--- src/rtl/bus_arbiter.sv ---
// rtl/bus_arbiter.sv - two-requester round-robin bus arbiter with bounded hold and 2:1 data selector
module bus_arbiter #(
    parameter int DATA_WIDTH = 32,
    parameter int MAX_HOLD   = 16
) (
    input  logic                  clk,
    input  logic                  reset_n,
    input  logic                  req0,
    input  logic                  req1,
    input  logic [DATA_WIDTH-1:0] data0,
    input  logic [DATA_WIDTH-1:0] data1,
    output logic                  gnt0,
    output logic                  gnt1,
    output logic                  selector,
    output logic [DATA_WIDTH-1:0] out_data,
    output logic                  out_valid
);

    localparam int             CW       = $clog2(MAX_HOLD);
    localparam logic [CW-1:0]  HOLD_MAX = CW'(MAX_HOLD - 1);

    typedef enum logic [1:0] {
        IDLE   = 2'd0,
        GRANT0 = 2'd1,
        GRANT1 = 2'd2
    } state_t;

    state_t          state;
    state_t          state_nxt;
    logic [1:0]      rst_sync;
    logic            run;
    logic            last;
    logic [CW-1:0]   hold_cnt;
    logic [CW-1:0]   hold_nxt;

    // Reset asserts asynchronously but releases through two flops, so no grant
    // can be issued until the release has settled inside the clock domain.
    always_ff @(posedge clk or negedge reset_n) begin
        if (!reset_n) begin
            rst_sync <= 2'b00;
        end else begin
            rst_sync <= {rst_sync[0], 1'b1};
        end
    end

    assign run = rst_sync[1];

    always_comb begin
        state_nxt = state;
        hold_nxt  = '0;
        case (state)
            IDLE: begin
                if (run) begin
                    if (req0 && req1) begin
                        state_nxt = last ? GRANT0 : GRANT1;
                    end else if (req0) begin
                        state_nxt = GRANT0;
                    end else if (req1) begin
                        state_nxt = GRANT1;
                    end
                end
            end
            GRANT0: begin
                if (!req0) begin
                    state_nxt = req1 ? GRANT1 : IDLE;
                end else if (req1 && (hold_cnt == HOLD_MAX)) begin
                    state_nxt = GRANT1;
                end
            end
            GRANT1: begin
                if (!req1) begin
                    state_nxt = req0 ? GRANT0 : IDLE;
                end else if (req0 && (hold_cnt == HOLD_MAX)) begin
                    state_nxt = GRANT0;
                end
            end
            default: state_nxt = IDLE;
        endcase

        // Counter only advances while the same grant is kept; saturation lets an
        // uncontended holder keep the bus forever.
        if ((state_nxt == state) && (state != IDLE)) begin
            hold_nxt = (hold_cnt == HOLD_MAX) ? hold_cnt : hold_cnt + 1'b1;
        end
    end

    always_ff @(posedge clk or negedge reset_n) begin
        if (!reset_n) begin
            state    <= IDLE;
            hold_cnt <= '0;
            last     <= 1'b1;
        end else begin
            state    <= state_nxt;
            hold_cnt <= hold_nxt;
            if (state_nxt == GRANT0) begin
                last <= 1'b0;
            end else if (state_nxt == GRANT1) begin
                last <= 1'b1;
            end
        end
    end

    assign gnt0      = (state == GRANT0);
    assign gnt1      = (state == GRANT1);
    assign selector  = (state == GRANT1);
    assign out_data  = selector ? data1 : data0;
    assign out_valid = (gnt0 & req0) | (gnt1 & req1);

endmodule

--- config.mk ---
export PLATFORM = sky130hd
export DESIGN_NAME = bus_arbiter
export DESIGN_NICKNAME = d
export VERILOG_FILES = /design/src/rtl/bus_arbiter.sv
export SDC_FILE = /design/constraint.sdc
export NUM_CORES = 1
export LEC_CHECK = 0
export CORE_ASPECT_RATIO = 1.5
export CORE_MARGIN = 2
export CORE_UTILIZATION = 29
export DETAILED_ROUTE_END_ITERATION = 10
export PLACE_DENSITY = 0.81
export SLEW_MARGIN = 20
export SYNTH_ARGS = -nofsm -noshare
export SYNTH_HDL_FRONTEND = slang
export SYNTH_SLANG_ARGS = --single-unit
--- constraint.sdc ---
create_clock -name clk -period 2.75 [get_ports clk]
set_input_delay 0.55 -clock clk [delete_from_list [all_inputs] [get_ports clk]]
set_output_delay 0.55 -clock clk [all_outputs]
set_load 0.01 [all_outputs]
## Word level (Yosys, flattened, before mapping)

Cells that the tools add are included.

| word-level totals | value |
|---|---|
| word-level logic and storage cells | 39 |
| input port bits | 68 |
| register bits | 9 |

| operators by class | value |
|---|---|
| equal/unequal tests | 7 |
| bitwise gates (word level) | 3 |
| $add $sub $neg | 1 |
| reduce and logical (&&, ||, !) cells | 7 |
| multiplexer cells | 17 |

Operator list:

| kind | number |
|---|---|
| 2-to-1 mux 32 bit | 1 |
| 2-to-1 mux 2 bit | 10 |
| 2-to-1 mux 4 bit | 2 |
| one-hot mux 2 bit (3 select lines) | 1 |
| adder 4 x 1 -> 4 bit (second input constant) | 1 |
| equality test 2 x 1 -> 1 bit (second input constant) | 2 |
| equality test 2 bit (second input constant) | 2 |
| equality test 4 bit (second input constant) | 1 |
| logical AND 1 bit | 4 |
| nonzero test 2 bit | 2 |
| 2-to-1 mux 1 bit | 3 |
| bitwise AND 1 bit | 2 |
| equality test 2 bit | 1 |
| zero test 2 bit | 1 |
| != test 2 bit (second input constant) | 1 |
| bitwise OR 1 bit | 1 |

## Logic depth before layout (Yosys ltp)

Gate-level depths: netlist (run 1).

| logic depth | value |
|---|---|
| depth in word-level cells | 8 |
| mapped depth | 8 |

## Worst setup path after synthesis (run 1)

OpenSTA, ideal clock, no wires.

| timing | value |
|---|---|
| kind | register -> register |
| start point | register hold_cnt[0] |
| end point | register last |
| stages on the path, launching flop included | 8 |
| path buffers | 1 |
| data arrival time | 1.828 ns |
| path slack | 0.844 ns |
| path through | dfrtp_1 -> ha_1 -> buf_6 -> and3_1 -> and3_4 -> a2111oi_2 -> ha_1 -> o21ai_0 |

| on the way | value |
|---|---|
| longest elaborated chain between the ends | 7 |
| elaborated cells on any way between the ends | 12 |

Ends and longest elaborated chain:

| item | line | source |
|---|---|---|
| from (decl) | 33 | `logic [CW-1:0] hold_cnt;` |
| from (signal assigned) | 94 | `hold_cnt <= hold_nxt;` |
| equality test 4 bit (*) | 66, 73 |  |
| logical AND 1 bit (on tied branches) | 73, 66 |  |
| 2-to-1 mux 2 bit (on tied branches) | 73, 66 |  |
| 2-to-1 mux 2 bit (on tied branches) | 71, 64 |  |
| one-hot mux 2 bit (3 select lines) (*) | 51 | `case (state)` |
| via state_nxt[0] | 29 | `state_t state_nxt;` |
| equality test 2 x 1 -> 1 bit / equality test 2 bit (equally long branches) | 95, 97 |  |
| 2-to-1 mux 1 bit / nonzero test 2 bit (equally long branches) | -- |  |
| to (signal assigned) | 91 | `last <= 1'b1;` |
| to (signal assigned) | 96 | `last <= 1'b0;` |
| to (signal assigned) | 98 | `last <= 1'b1;` |
| to (decl) | 32 | `logic last;` |

Mark *: on every way through the listed nets, which the timed path passes. The rest lies on a longest branch.
A chain may end at the register's enable or synchronous reset.

## Worst setup path after layout (run 1)

| timing | value |
|---|---|
| start point | input req0 |
| end point | output out_valid |

| on the way | value |
|---|---|
| longest elaborated chain between the ends | 2 |

Ends and longest elaborated chain:

| item | line | source |
|---|---|---|
| from (decl) | 8 | `input logic req0,` |
| bitwise AND 1 bit | 107 | `assign out_valid = (gnt0 & req0) \| (gnt1 & req1);` |
| bitwise OR 1 bit | 107 |  |
| to (decl) | 16 | `output logic out_valid` |

No other way between the ends.

==> metrics.txt, run 1 <==
# TYPE chip_impl_metric gauge
chip_impl_info{name="outcome",value="finished clean"} 1
chip_impl_metric{name="cts.clk_slew.worst_paths",unit="ns"} 0.04
chip_impl_metric{name="post_cts_resized",unit=""} 0
chip_impl_metric{name="rows",unit=""} 26
chip_impl_metric{name="synth_sequential_area_ratio",unit="%"} 22.2
chip_impl_metric{name="worstHoldPathCells",unit=""} 0
chip_impl_info{name="crit-reg2reg-capture",value="last"} 1
chip_impl_metric{name="wl_per_cell",unit="um"} 12.6
chip_impl_metric{name="fin_tns_setup",unit="ns"} 0
chip_impl_metric{name="io_buffers",unit=""} 103
chip_impl_metric{name="post-route-min-period",unit="ns"} 2.56
chip_impl_metric{name="final.setup_skew",unit="ns"} 0.00242
chip_impl_metric{name="finalWeightedCongestion",unit=""} 0.726
chip_impl_metric{name="grt_pass1_wl",unit="um"} 5880
chip_impl_metric{name="dr.pass1.iters",unit=""} 4
chip_impl_info{name="cpMaxStageDelayCell",value="clkdlybuf4s50_1"} 1
chip_impl_metric{name="number_of_drc_markers_after_the_initial_detailed_route_iteration",unit=""} 14
chip_impl_metric{name="start_util",unit="%"} 30.1
chip_impl_metric{name="timing.critical_path.slowest_cell_delay",unit="ns"} 0.55
chip_impl_metric{name="viasPerCell",unit=""} 4.62
chip_impl_metric{name="number_of_antenna_violations_at_the_first_check_in_global_routing",unit=""} 0
chip_impl_info{name="min-delay-start",value="rst_sync[0]"} 1
chip_impl_metric{name="number_of_warnings_issued_by_yosys",unit=""} 0
chip_impl_metric{name="antenna_cells_inserted",unit=""} 0
chip_impl_metric{name="cts_inserted_buffers",unit=""} 3
chip_impl_metric{name="drt-total-wl",unit="um"} 3790
chip_impl_info{name="clock_tree.root_cell",value="clkbuf_8"} 1
chip_impl_metric{name="drc",unit=""} 0
chip_impl_metric{name="total_leakage_power",unit="nW"} 0.958
chip_impl_metric{name="crit_required",unit="ns"} 2.20
chip_impl_metric{name="ctsLongestPathBuffers",unit=""} 2
chip_impl_metric{name="floorplan.die.height",unit="um"} 76.6
chip_impl_metric{name="power_density",unit="nW/um^2"} 453
chip_impl_info{name="mostFrequentLayoutCell",value="clkdlybuf4s50_1"} 1
chip_impl_metric{name="post_cts_buffers",unit=""} 0
chip_impl_info{name="worstHoldPathType",value="flip-flop to flip-flop"} 1
chip_impl_metric{name="syn-num-nets",unit=""} 230
chip_impl_metric{name="place_hpwl",unit="um"} 3100
chip_impl_info{name="timing.critical_path.mode_cell",value="clkdlybuf4s50_1"} 1
chip_impl_metric{name="post_route_cells_drive_above_1_share",unit="%"} 6.20
chip_impl_metric{name="mean_syn_cell_area",unit="sq um"} 6.37
chip_impl_metric{name="hold_violations",unit=""} 0
chip_impl_info{name="worstReg2RegStart",value="hold_cnt[0]"} 1
chip_impl_metric{name="first_global_vias",unit=""} 1251
chip_impl_metric{name="clk_latency",unit="ns"} 0.23
chip_impl_info{name="cp-start-kind",value="input port"} 1
chip_impl_metric{name="ys_ff_latch",unit=""} 9
chip_impl_info{name="cp_top_family",value="buffers and inverters"} 1
chip_impl_metric{name="setup_viol_count_final",unit=""} 0
chip_impl_metric{name="pin_count",unit=""} 104
chip_impl_metric{name="clock_tree.htree_level_count",unit=""} 1
chip_impl_info{name="setup.worst_path.class",value="input port to output port"} 1
chip_impl_metric{name="nets_finish",unit=""} 329
chip_impl_metric{name="max_cap_violations",unit=""} 0
chip_impl_metric{name="placed_area",unit="sq um"} 2030
chip_impl_metric{name="flow.area_growth_from_synthesis",unit="%"} 104
chip_impl_metric{name="num_vias",unit=""} 1387
chip_impl_metric{name="finish.instance_area",unit="sq um"} 2070
chip_impl_metric{name="cts.hold.buffers_added",unit=""} 0
chip_impl_metric{name="crit_path_max_fanout",unit=""} 5
chip_impl_metric{name="synthCells",unit=""} 160
chip_impl_metric{name="cts_sinks",unit=""} 9
chip_impl_metric{name="timing.reg2reg.setup_slack",unit="ns"} 0.69
chip_impl_info{name="mostFrequentLayoutCells",value="clkdlybuf4s50_1, nand2_1, dfrtp_1"} 1
chip_impl_metric{name="chipWidth",unit="um"} 52.4
chip_impl_metric{name="route.antenna.remaining_nets",unit=""} 0
chip_impl_metric{name="grt.overflow.total",unit=""} 0
chip_impl_info{name="grt_setup_unrepaired",value="no"} 1
chip_impl_metric{name="maxSlewViolCount",unit=""} 0
chip_impl_metric{name="ir_drop",unit="mV"} 0.554
chip_impl_metric{name="layout_worst_path_cycle_share",unit="%"} 93.2
chip_impl_info{name="crit_path_cell_chain",value="clkdlybuf4s50_1 > and3b_1 > a21o_1 > clkdlybuf4s50_1"} 1
chip_impl_metric{name="floorplan.die_area",unit="sq um"} 4010
chip_impl_metric{name="syn_area",unit="sq um"} 1020
chip_impl_metric{name="fmax",unit="MHz"} 390
chip_impl_info{name="hold_path_end",value="rst_sync[1]"} 1
chip_impl_metric{name="total_power",unit="mW"} 0.941
chip_impl_metric{name="worstPathArrival",unit="ns"} 2.01
chip_impl_metric{name="ff2ff_path_depth",unit=""} 6
chip_impl_info{name="worstSetupEndpointType",value="output port"} 1
chip_impl_metric{name="globalRouteTotalUtil",unit="%"} 18.6
chip_impl_metric{name="grt_max_degree",unit=""} 38
chip_impl_info{name="tritoncts_clock_tree",value="built"} 1
chip_impl_metric{name="wp_buf_inv",unit=""} 2
chip_impl_metric{name="post_synth_num_cell_types",unit=""} 33
chip_impl_metric{name="placeableCoreArea",unit="sq um"} 3380
==> layer usage <==
layer	track usage, %	part of all wire (%)
met5	0	0
met4	5.38	1.4
met3	7.06	13
met2	30.8	46
met1	21.7	39
==> state kept, by name (all words and copies together), names as in the netlist <==
name,count
hold_cnt,4
last,1
rst_sync,2
state,2
==> cell type report <==
cell class | instances | area, sq um
Sequential cell | 9 | 226
Multi-Input combinational cell | 136 | 674
Tap cell | 42 | 52.6
Fill cell | 323 | 1310
Clock buffer | 4 | 45.0
Inverter | 2 | 15.0
Timing Repair Buffer | 107 | 1060
==> worst max path at each step <==
| stage | startpoint | end | slack, ns | cells past startpoint |
|---|---|---|---|---|
| final | req0 | out_valid | 0.19 | 4 |
| after CTS | req0 | out_valid | 0.19 | 4 |
| after detailed placement | req0 | out_valid | 0.20 | 4 |
| after global routing | state[1] | out_data[28] | 0.12 | 5 |
| after floorplan | hold_cnt[0] | last | 0.84 | 7 |
| after global placement | req0 | out_valid | 0.24 | 4 |
==> synthesized netlist by cell type <==
cell | instances | share of area (%)
ha_1 | 2 | 2.5
inv_1 | 1 | 0.37
nor2_1 | 4 | 1.5
o2111a_1 | 1 | 1.1
buf_2 | 4 | 2.0
buf_6 | 4 | 4.4
nand3_1 | 1 | 0.49
a21o_1 | 2 | 1.5
and3_1 | 1 | 0.61
a31o_2 | 1 | 0.86
a211oi_2 | 1 | 1.2
o21ai_0 | 3 | 1.5
a211o_1 | 1 | 0.86
a211oi_1 | 1 | 0.74
dfstp_2 | 1 | 2.6
buf_4 | 5 | 3.7
dfrtp_1 | 8 | 20
and3b_1 | 1 | 0.86
nor2b_1 | 1 | 0.61
a31oi_1 | 1 | 0.61
conb_1 | 1 | 0.37
nand2_1 | 100 | 37
o2111ai_1 | 1 | 0.86
mux2i_1 | 2 | 2.0
nand4_1 | 3 | 1.8
nand3_2 | 1 | 0.98
a32o_1 | 1 | 0.98
a32oi_4 | 1 | 2.7
nor3_2 | 1 | 0.98
inv_8 | 1 | 1.1
and3_4 | 1 | 1.1
a2111oi_2 | 1 | 1.5
nand2b_1 | 2 | 1.2
==> cells by family after synthesis <==
group	share of synthesized area [%]
AO/OA/AOI/OAI	14.4
adder cells (fa/ha/maj)	2.46
buffers and inverters	11.5
flip-flops	22.2
multiplexers	1.97
other	0.368
AND/OR/NAND/NOR	47.1
==> power by group <==
part | switching [mW] | internal [mW]
sequential | 0.0194 | 0.158
combinational | 0.264 | 0.348
clock | 0.0504 | 0.101
==> metrics by stage <==
| step | std cells | worst slack (ns) | hold slack (ns) | util (%) |
|---|---|---|---|---|
| 2_1_floorplan | 160 | 0.844 | 0.254 | - |
| 3_3_place_gp | 296 | 0.240 | 0.337 | 60.0 |
| 3_5_place_dp | 296 | 0.198 | 0.341 | 60.0 |
| 4_1_cts | 300 | 0.186 | 0.351 | 61.3 |
| 5_1_grt | 300 | 0.118 | 0.353 | 61.3 |
| 6_report | 300 | 0.188 | 0.346 | 61.3 |
No activity file was read; power rests on OpenSTA's default activity.
==> run 2, diff against run 1 <==
==> constraint.sdc (replaced) <==
create_clock -name clk -period 2.8 [get_ports clk]
set_input_delay 0.56 -clock clk [delete_from_list [all_inputs] [get_ports clk]]
set_output_delay 0.56 -clock clk [all_outputs]
set_load 0.01 [all_outputs]
==> metrics.txt, run 2 (synthesis gave the netlist of run 1 again) <==
# TYPE chip_impl_metric gauge
chip_impl_metric{name="wp_buf_inv",unit=""} 2
chip_impl_metric{name="ir_drop",unit="mV"} 0.402
chip_impl_metric{name="num_vias",unit=""} 1346
chip_impl_info{name="mostFrequentLayoutCells",value="clkdlybuf4s50_1, nand2_1, dfrtp_1"} 1
chip_impl_metric{name="number_of_antenna_violations_at_the_first_check_in_global_routing",unit=""} 0
chip_impl_info{name="tritoncts_clock_tree",value="built"} 1
chip_impl_info{name="clock_tree.root_cell",value="clkbuf_8"} 1
chip_impl_metric{name="placeableCoreArea",unit="sq um"} 3380
chip_impl_metric{name="post_cts_buffers",unit=""} 0
chip_impl_metric{name="fillers",unit=""} 321
chip_impl_metric{name="chipWidth",unit="um"} 52.4
chip_impl_metric{name="start_util",unit="%"} 30.1
chip_impl_metric{name="placed_area",unit="sq um"} 2020
chip_impl_metric{name="viasPerCell",unit=""} 4.50
chip_impl_metric{name="postLayoutCoreUtil",unit="%"} 61.1
chip_impl_info{name="crit_path_cell_chain",value="clkdlybuf4s50_1 > and3b_1 > a21o_1 > clkdlybuf4s50_1"} 1
chip_impl_metric{name="grt_pass1_wl",unit="um"} 5940
chip_impl_metric{name="io_buffers",unit=""} 103
chip_impl_metric{name="largest_reg_flops",unit=""} 4
chip_impl_metric{name="drt-total-wl",unit="um"} 3780
chip_impl_metric{name="power_frac_seq",unit="%"} 19.5
chip_impl_metric{name="flow.area_growth_from_synthesis",unit="%"} 103
chip_impl_metric{name="setup_ws",unit="ns"} 0.251
chip_impl_metric{name="antenna_cells_inserted",unit=""} 0
chip_impl_info{name="setup.worst_path.class",value="input port to output port"} 1
chip_impl_metric{name="pre_cts_slack",unit="ns"} 0.256
chip_impl_info{name="cp_top_family",value="buffers and inverters"} 1
chip_impl_metric{name="total_leakage_power",unit="nW"} 0.953
chip_impl_metric{name="dr.pass1.iters",unit=""} 4
chip_impl_metric{name="cts_inserted_buffers",unit=""} 3
chip_impl_metric{name="drc",unit=""} 0
chip_impl_metric{name="final.setup_skew",unit="ns"} 0.00370
chip_impl_metric{name="max_cap_violations",unit=""} 0
chip_impl_metric{name="grt_max_degree",unit=""} 38
chip_impl_metric{name="wl_per_cell",unit="um"} 12.6
chip_impl_metric{name="number_of_drc_markers_after_the_initial_detailed_route_iteration",unit=""} 14
chip_impl_metric{name="total_power",unit="mW"} 0.922
chip_impl_metric{name="maxSlewViolCount",unit=""} 0
chip_impl_metric{name="clk_latency",unit="ns"} 0.24
chip_impl_metric{name="pin_count",unit=""} 104
chip_impl_metric{name="post_cts_resized",unit=""} 0
chip_impl_info{name="top_register",value="hold_cnt"} 1
chip_impl_metric{name="grt.overflow.total",unit=""} 0
chip_impl_metric{name="ctsLongestPathBuffers",unit=""} 2
chip_impl_info{name="largest_registers",value="hold_cnt: 4 flops, rst_sync: 2 flops, state: 2 flops"} 1
chip_impl_metric{name="fmax",unit="MHz"} 392
chip_impl_metric{name="worstPathArrival",unit="ns"} 1.99
chip_impl_metric{name="cts.hold.buffers_added",unit=""} 0
chip_impl_metric{name="combPwrFrac",unit="%"} 64.1
chip_impl_metric{name="hold_violations",unit=""} 0
chip_impl_info{name="worstSetupEndpointType",value="output port"} 1
chip_impl_metric{name="floorplan.die_area",unit="sq um"} 4010
chip_impl_metric{name="cts.clk_slew.worst_paths",unit="ns"} 0.04
chip_impl_metric{name="clock_tree.htree_level_count",unit=""} 1
chip_impl_metric{name="power_density",unit="nW/um^2"} 446
chip_impl_info{name="mostFrequentLayoutCell",value="clkdlybuf4s50_1"} 1
chip_impl_metric{name="total_switching_power",unit="mW"} 0.329
chip_impl_metric{name="crit_path_max_fanout",unit=""} 5
chip_impl_metric{name="post_route_cells_drive_above_1_share",unit="%"} 5.84
chip_impl_metric{name="finish.instance_area",unit="sq um"} 2070
chip_impl_metric{name="netSwitchingFraction",unit="%"} 35.7
chip_impl_info{name="grt_setup_unrepaired",value="no"} 1
chip_impl_metric{name="finalWeightedCongestion",unit=""} 0.723
chip_impl_metric{name="layout_worst_path_cycle_share",unit="%"} 91.0
chip_impl_metric{name="clock_power_share",unit="%"} 16.4
chip_impl_metric{name="nets_finish",unit=""} 328
chip_impl_info{name="cpMaxStageDelayCell",value="clkdlybuf4s50_1"} 1
chip_impl_metric{name="post-route-min-period",unit="ns"} 2.55
chip_impl_info{name="worstHoldPathType",value="flip-flop to flip-flop"} 1
chip_impl_info{name="cp-start-kind",value="input port"} 1
chip_impl_metric{name="route.antenna.remaining_nets",unit=""} 0
chip_impl_metric{name="first_global_vias",unit=""} 1295
chip_impl_info{name="outcome",value="finished clean"} 1
chip_impl_metric{name="cts_sinks",unit=""} 9
chip_impl_info{name="timing.critical_path.mode_cell",value="clkdlybuf4s50_1"} 1
chip_impl_metric{name="setup_viol_count_final",unit=""} 0
chip_impl_metric{name="place_hpwl",unit="um"} 3070
chip_impl_metric{name="fin_tns_setup",unit="ns"} 0
chip_impl_metric{name="internal_power",unit="mW"} 0.592
chip_impl_metric{name="floorplan.die.height",unit="um"} 76.6
chip_impl_metric{name="crit_required",unit="ns"} 2.24
chip_impl_metric{name="timing.critical_path.slowest_cell_delay",unit="ns"} 0.53
chip_impl_metric{name="rows",unit=""} 26
chip_impl_metric{name="globalRouteTotalUtil",unit="%"} 19.2
run 2: changes by cell type in the layout (fill, tap and decap cells not counted):
cell	before	now
buf_4	4	3
run 2: metal layers:
metal	global-route usage, %	vias up	share of wire (%)
met5	0	-	0
met4	8.21	0	2.0
met3	9.02	7	14
met2	32.1	78	46
met1	19.7	555	38
li1	-	706	-
run 2: final cells by class:
cell class | instances | area (sq um) | area share (%)
inverters | 2 | 15.0 | 0.726
repair buffers | 106 | 1050 | 51.0
multi-input cells | 136 | 674 | 32.6
clock buffers | 4 | 45.0 | 2.18
flip-flops and latches | 9 | 226 | 11.0
well taps | 42 | 52.6 | 2.54
run 2: through the flow:
step           hold WS, ns  std cells
2_1_floorplan        0.264        160
3_3_place_gp         0.336        295
3_5_place_dp         0.340        295
4_1_cts              0.350        299
5_1_grt              0.353        299
6_report             0.345        299
run 2: path summary, 6_finish.rpt:
kind                        startpoint          end  slack, ns  cells past startpoint
max                               req0    out_valid       0.25                      4
min                        rst_sync[0]  rst_sync[1]       0.35                      0
max reg2reg                hold_cnt[0]         last       0.75                      6
min reg2reg                rst_sync[0]  rst_sync[1]       0.35                      0
max in group asynchronous      reset_n         last       1.85                      1
min in group asynchronous      reset_n     state[0]       0.62                      1
run 2: power groups by stage:
stage	Clock (mW)	Sequential (mW)	Combinational [mW]
floorplan	0	0.171	0.295
global placement	0	0.180	0.590
detailed placement	0	0.181	0.595
CTS	0.156	0.180	0.598
global route	0.164	0.185	0.648
finish	0.151	0.180	0.591
